### src/rtl/fft_common_pkg.sv
// Shared definitions for the FFT datapath blocks.
//   W_DEFAULT  : default width of each real/imaginary field
//   cplx_t     : packed complex sample {re, img}, W_DEFAULT bits per field
//   lane_depth : radix-3 lane depth L = N/3 for a frame of N samples
package fft_common_pkg;

  localparam int W_DEFAULT = 32;

  typedef struct packed {
    logic [W_DEFAULT-1:0] re;
    logic [W_DEFAULT-1:0] img;
  } cplx_t;

  function automatic int lane_depth(input int n);
    return n / 3;
  endfunction

endpackage

### src/rtl/r3_lane_buffer.sv
// Holds the first two thirds (x[0..2L-1]) of a frame so the radix-3 feeder
// can read x[k] and x[k+L] while x[k+2L] is arriving.
//   clk          : rising-edge clock
//   wr_en_i      : write strobe
//   wr_addr_i    : write index (frame position 0..2L-1)
//   wr_data_i    : packed {re, img} sample
//   rd_a_addr_i  : read index for lane a (k)
//   rd_a_data_o  : buf[k], combinational
//   rd_b_addr_i  : read index for lane b (k+L)
//   rd_b_data_o  : buf[k+L], combinational
// Storage is deliberately not reset; contents are only read after being
// written in the same frame.
module r3_lane_buffer
  import fft_common_pkg::*;
#(
  parameter int N  = 6,
  parameter int DW = 64,
  localparam int DEPTH = 2 * lane_depth(N),
  localparam int AW    = $clog2(DEPTH)
) (
  input  logic          clk,
  input  logic          wr_en_i,
  input  logic [AW-1:0] wr_addr_i,
  input  logic [DW-1:0] wr_data_i,
  input  logic [AW-1:0] rd_a_addr_i,
  output logic [DW-1:0] rd_a_data_o,
  input  logic [AW-1:0] rd_b_addr_i,
  output logic [DW-1:0] rd_b_data_o
);

  logic [DW-1:0] mem_q [DEPTH];

  always_ff @(posedge clk) begin
    if (wr_en_i) begin
      mem_q[wr_addr_i] <= wr_data_i;
    end
  end

  assign rd_a_data_o = mem_q[rd_a_addr_i];
  assign rd_b_data_o = mem_q[rd_b_addr_i];

endmodule

### src/rtl/radix3_input_commutator.sv
// Input commutator for the radix-3 butterfly stage. Takes a natural-order
// stream of N complex samples per frame and presents operand triples
// (x[k], x[k+L], x[k+2L]), k = 0..L-1, L = N/3, on lanes a/b/c.
//   clk, rst              : clock, async active-high reset
//   in_valid, in_sof      : sample strobe and start-of-frame marker
//   in_re, in_img         : input sample
//   a_*, b_*, c_*         : output lanes (x[k], x[k+L], x[k+2L])
//   out_valid, out_idx    : triple strobe and its k
//   frame_err             : one-cycle pulse when in_sof cuts a frame short
// Handshake: valid-only, no ready. A sample is taken on every cycle with
// in_valid=1; a triple is presented for exactly the one cycle out_valid=1
// and the consumer must take it then. Lanes and out_idx hold otherwise.
module radix3_input_commutator
  import fft_common_pkg::*;
#(
  parameter int N = 6,
  parameter int W = W_DEFAULT,
  localparam int L  = lane_depth(N),
  localparam int CW = $clog2(N)
) (
  input  logic          clk,
  input  logic          rst,
  input  logic          in_valid,
  input  logic          in_sof,
  input  logic [W-1:0]  in_re,
  input  logic [W-1:0]  in_img,
  output logic [W-1:0]  a_re,
  output logic [W-1:0]  a_img,
  output logic [W-1:0]  b_re,
  output logic [W-1:0]  b_img,
  output logic [W-1:0]  c_re,
  output logic [W-1:0]  c_img,
  output logic          out_valid,
  output logic [CW-1:0] out_idx,
  output logic          frame_err
);

  localparam int AW = $clog2(2 * L);
  localparam logic [CW-1:0] L_C    = CW'(L);
  localparam logic [CW-1:0] L2_C   = CW'(2 * L);
  localparam logic [CW-1:0] LAST_C = CW'(N - 1);

  logic [CW-1:0]  cnt_q, cnt_d;
  logic [CW-1:0]  pos;        // index of the sample on the input this cycle
  logic           upper;      // sample belongs to the last third
  logic [CW-1:0]  a_pos, b_pos;
  logic [2*W-1:0] rd_a, rd_b;
  logic           emit_d, err_d;

  logic [2*W-1:0] a_q, b_q, c_q;
  logic [CW-1:0]  idx_q;
  logic           valid_q, err_q;

  // in_sof forces index 0 regardless of where the counter was, which is
  // how a truncated frame is abandoned.
  always_comb begin
    pos    = in_sof ? '0 : cnt_q;
    upper  = (pos >= L2_C);
    a_pos  = pos - L2_C;
    b_pos  = pos - L_C;
    emit_d = in_valid & upper;
    err_d  = in_valid & in_sof & (cnt_q != '0);
    cnt_d  = cnt_q;
    if (in_valid) begin
      cnt_d = (pos == LAST_C) ? '0 : pos + CW'(1);
    end
  end

  // Only the first two thirds are stored; the last third goes straight to
  // lane c. Reads of buf[k], buf[k+L] happen in the same cycle as x[k+2L]
  // arrives, so the next frame's writes can never overtake them.
  r3_lane_buffer #(
    .N  (N),
    .DW (2 * W)
  ) u_buf (
    .clk         (clk),
    .wr_en_i     (in_valid & ~upper),
    .wr_addr_i   (pos[AW-1:0]),
    .wr_data_i   ({in_re, in_img}),
    .rd_a_addr_i (a_pos[AW-1:0]),
    .rd_a_data_o (rd_a),
    .rd_b_addr_i (b_pos[AW-1:0]),
    .rd_b_data_o (rd_b)
  );

  always_ff @(posedge clk or posedge rst) begin
    if (rst) begin
      cnt_q   <= '0;
      a_q     <= '0;
      b_q     <= '0;
      c_q     <= '0;
      idx_q   <= '0;
      valid_q <= 1'b0;
      err_q   <= 1'b0;
    end else begin
      cnt_q   <= cnt_d;
      valid_q <= emit_d;
      err_q   <= err_d;
      if (emit_d) begin
        a_q   <= rd_a;
        b_q   <= rd_b;
        c_q   <= {in_re, in_img};
        idx_q <= a_pos;
      end
    end
  end

  assign a_re      = a_q[2*W-1:W];
  assign a_img     = a_q[W-1:0];
  assign b_re      = b_q[2*W-1:W];
  assign b_img     = b_q[W-1:0];
  assign c_re      = c_q[2*W-1:W];
  assign c_img     = c_q[W-1:0];
  assign out_idx   = idx_q;
  assign out_valid = valid_q;
  assign frame_err = err_q;

endmodule

### config.mk
export PLATFORM = sky130hd
export DESIGN_NAME = radix3_input_commutator
export DESIGN_NICKNAME = d
export VERILOG_FILES = /design/src/rtl/fft_common_pkg.sv /design/src/rtl/r3_lane_buffer.sv /design/src/rtl/radix3_input_commutator.sv
export SDC_FILE = /design/constraint.sdc
export NUM_CORES = 1
export LEC_CHECK = 0
export ABC_AREA = 1
export ABC_CLOCK_PERIOD_IN_PS = 15700
export CAP_MARGIN = 20
export CORE_UTILIZATION = 58
export CTS_CLUSTER_SIZE = 24
export DETAILED_ROUTE_END_ITERATION = 8
export PLACE_DENSITY = 0.86
export SETUP_SLACK_MARGIN = 0.5
export SKIP_LAST_GASP = 1
export SLEW_MARGIN = 20
export SYNTH_ARGS = -nofsm -noshare
export SYNTH_HDL_FRONTEND = slang
export SYNTH_SLANG_ARGS = --single-unit
export TNS_END_PERCENT = 20
### constraint.sdc
create_clock -name clk -period 15.7 [get_ports clk]
set_input_delay 3.925 -clock clk [delete_from_list [all_inputs] [get_ports clk]]
set_output_delay 3.925 -clock clk [all_outputs]
set_load 0.01 [all_outputs]
==> metrics.yaml <==
synthesis:
  ys_types: 17
  synth_nets: 1751
  ys_seq_area_share_pct: 71.50
  synth_seq_cells: 456
  netlist_area_sq_um: 17750
  yosysWarnings: 0
  syn_area_per_cell_sq_um: 10.55
  postSynthCellCount: 1683
critical_path:
  cp_max_fo: 90
  required_ps: 16160
  worst_setup_path_end_kind: "register"
  arrival_ps: 8220
  start_kind: "primary input"
  crit_type: "in -> reg"
  ff2ff_setup_slack_ps: 11870
final_layout:
  nNetsFinal: 1977
  area_delta_synth_final_pct: 24.84
  final_area_sq_um: 22160
  fin_util_pct: 74.18
  multi_input_area_sq_um: 4594
  final_cells: 2337
  nFillCells: 1850
  layout-drive-gt1-share_pct: 5.190
  register_area_sq_um: 12700
placed_design:
  placedCellCount: 2252
  port_buffers: 264
  gp_congestion: 0.7750
  pre_cts_ws_ps: 7608
  hpwl_mm: 25.58
  placed_area_sq_um: 20570
route:
  wl_per_cell_um: 18.83
  drtAntennaViolNets: 0
  drtIter0Drc: 1407
  drc: 0
  routed_wl_mm: 44.00
  vias: 13240
  viasPerCell: 5.664
  dr.pass1.iters: 6
timing:
  holdWs_ps: 477.5
  slew_headroom_pct: 28.37
  finalSetupViolCount: 0
  grt_setup_unrepaired: "false"
  tightest_slew_ps: 1074
  hold_violations: 0
  finalMaxSlewViolations: 0
  fin_tns_setup_ps: 0
  period_share_pct: 49.43
  fin_crit_ps: 7760
  finalClockSkew_ps: 18.67
  max_freq_mhz: 128.9
  setup_slack_ps: 7940
clocking:
  cts_hold_buf: 0
  cts_buffer_depth: 3
  cts-buffers-inserted: 45
  cts_max_level: 2
  clk_pin_slew_ps: 70
  tritoncts: "done"
  clock_latency_ps: 540
  post-cts-setup-buffers: 0
  clock-sinks: 456
  cts-resized-gates: 0
  cts_root_buf: "clkbuf_16"
pwr:
  p_leak_nw: 9.502
  peakVddDrop_mv: 0.1128
  design_power_total_mw: 3.855
  power_density_nw_per_um2: 174.0
job:
  drv_cap: 0
global_route:
  track_usage_pct: 28.59
  antenna_found_initial: 1
  grt_max_degree: 140
  overflow: 0
  grt_pass1_vias: 13300
  grt_pass1_wl_mm: 69.48
floorplan:
  io_pins: 265
  core_area_sq_um: 29870
  start_util_pct: 59.42
  die_h_um: 177.0
  chipWidth_um: 177.0
  die_area_sq_um: 31310
  num_rows: 63
status:
  status: "finished clean"
hold_path:
  hp-class: "reg -> reg"
-- cell usage after synthesis (all sizes together) --
cell / number / area, sq um
nor3: 2 / 10.01
dfrtp: 200 / 5005
inv: 8 / 30.03
o21a: 1 / 7.510
nand2: 843 / 3164
o21ai: 2 / 10.01
nand3: 260 / 1314
edfxtp: 256 / 7687
nor2: 10 / 42.54
buf: 68 / 355.3
clkbuf: 32 / 120.1
nand4: 1 / 6.260
-- sequential cells by signal (all words and copies together) (netlist names) --
name	cells
a_q	64
out_idx	3
cnt_q	3
u_buf.mem_q	256
c_q	64
b_q	64
out_valid	1
frame_err	1
-- cells by family after synthesis --
group / Yosys count / synth area share, %
DFF: 456 / 71.50
AOI/OAI and AO/OA: 3 / 0.09869
and+or+nand+nor: 1116 / 25.56
buffers and inverters: 108 / 2.848
-- power by group --
part / internal (mW) / leakage [nW] / total [mW] / switching, mW
Clock: 0.689 / 0.777 / 1.14 / 0.451
Sequential: 1.53 / 4.90 / 1.71 / 0.172
Combinational: 0.540 / 3.82 / 1.01 / 0.469
-- critical path, cell delays in order --
cell and delay (ps):
clkdlybuf4s50_1 440, inv_4 450, nand3_4 590, buf_4 550, nor2_4 780, buf_4 820, nand2_1 210, nand3_1 210
-- area by class of cell --
class	instances	area share [%]
diodes	1	0.01129
clock buffers	53	5.499
clock inverters	31	1.654
inverters	8	0.1863
multi-input cells	1119	20.73
flip-flops and latches	456	57.29
well taps	390	2.202
repair buffers	279	12.43
-- cell usage in the layout, fill, tap and decap left out, types with 2 or more instances in the layout --
cell	count
buf_4	15
clkbuf_16	47
inv_6	2
bufinv_16	8
clkbuf_1	4
inv_1	4
dfrtp_1	199
clkinv_1	6
edfxtp_1	256
nor2_1	5
clkdlybuf4s50_1	264
clkinv_2	12
nor2_4	5
nand2_1	842
nand3_1	259
clkinvlp_4	3
nor3_1	2
o21ai_0	2
clkbuf_8	2
-- worst paths after layout --
path | cells after the start | from | end
max in group asynchronous | 3 | rst | cnt_q[0]$_DFFE_PP0P_
max | 8 | in_sof | a_q[57]$_DFFE_PP0P_
max reg2reg | 4 | cnt_q[0]$_DFFE_PP0P_ | u_buf.mem_q[1][33]$_DFFE_PP_
min reg2reg | 2 | out_idx[2]$_DFFE_PP0P_ | out_idx[2]$_DFFE_PP0P_
min | 2 | out_idx[2]$_DFFE_PP0P_ | out_idx[2]$_DFFE_PP0P_
min in group asynchronous | 2 | rst | a_q[32]$_DFFE_PP0P_
-- layer usage --
| metal | share of wire [%] | GRT usage (%) | routed length, um |
|---|---|---|---|
| met2 | 49 | 46.86 | 21410 |
| met3 | 8.8 | 5.391 | 3878 |
| met1 | 39 | 38.21 | 17350 |
| met5 | 0.030 | 0 | 13 |
| met4 | 3.1 | 10.63 | 1351 |
No activity file was read; power rests on OpenSTA's default activity.
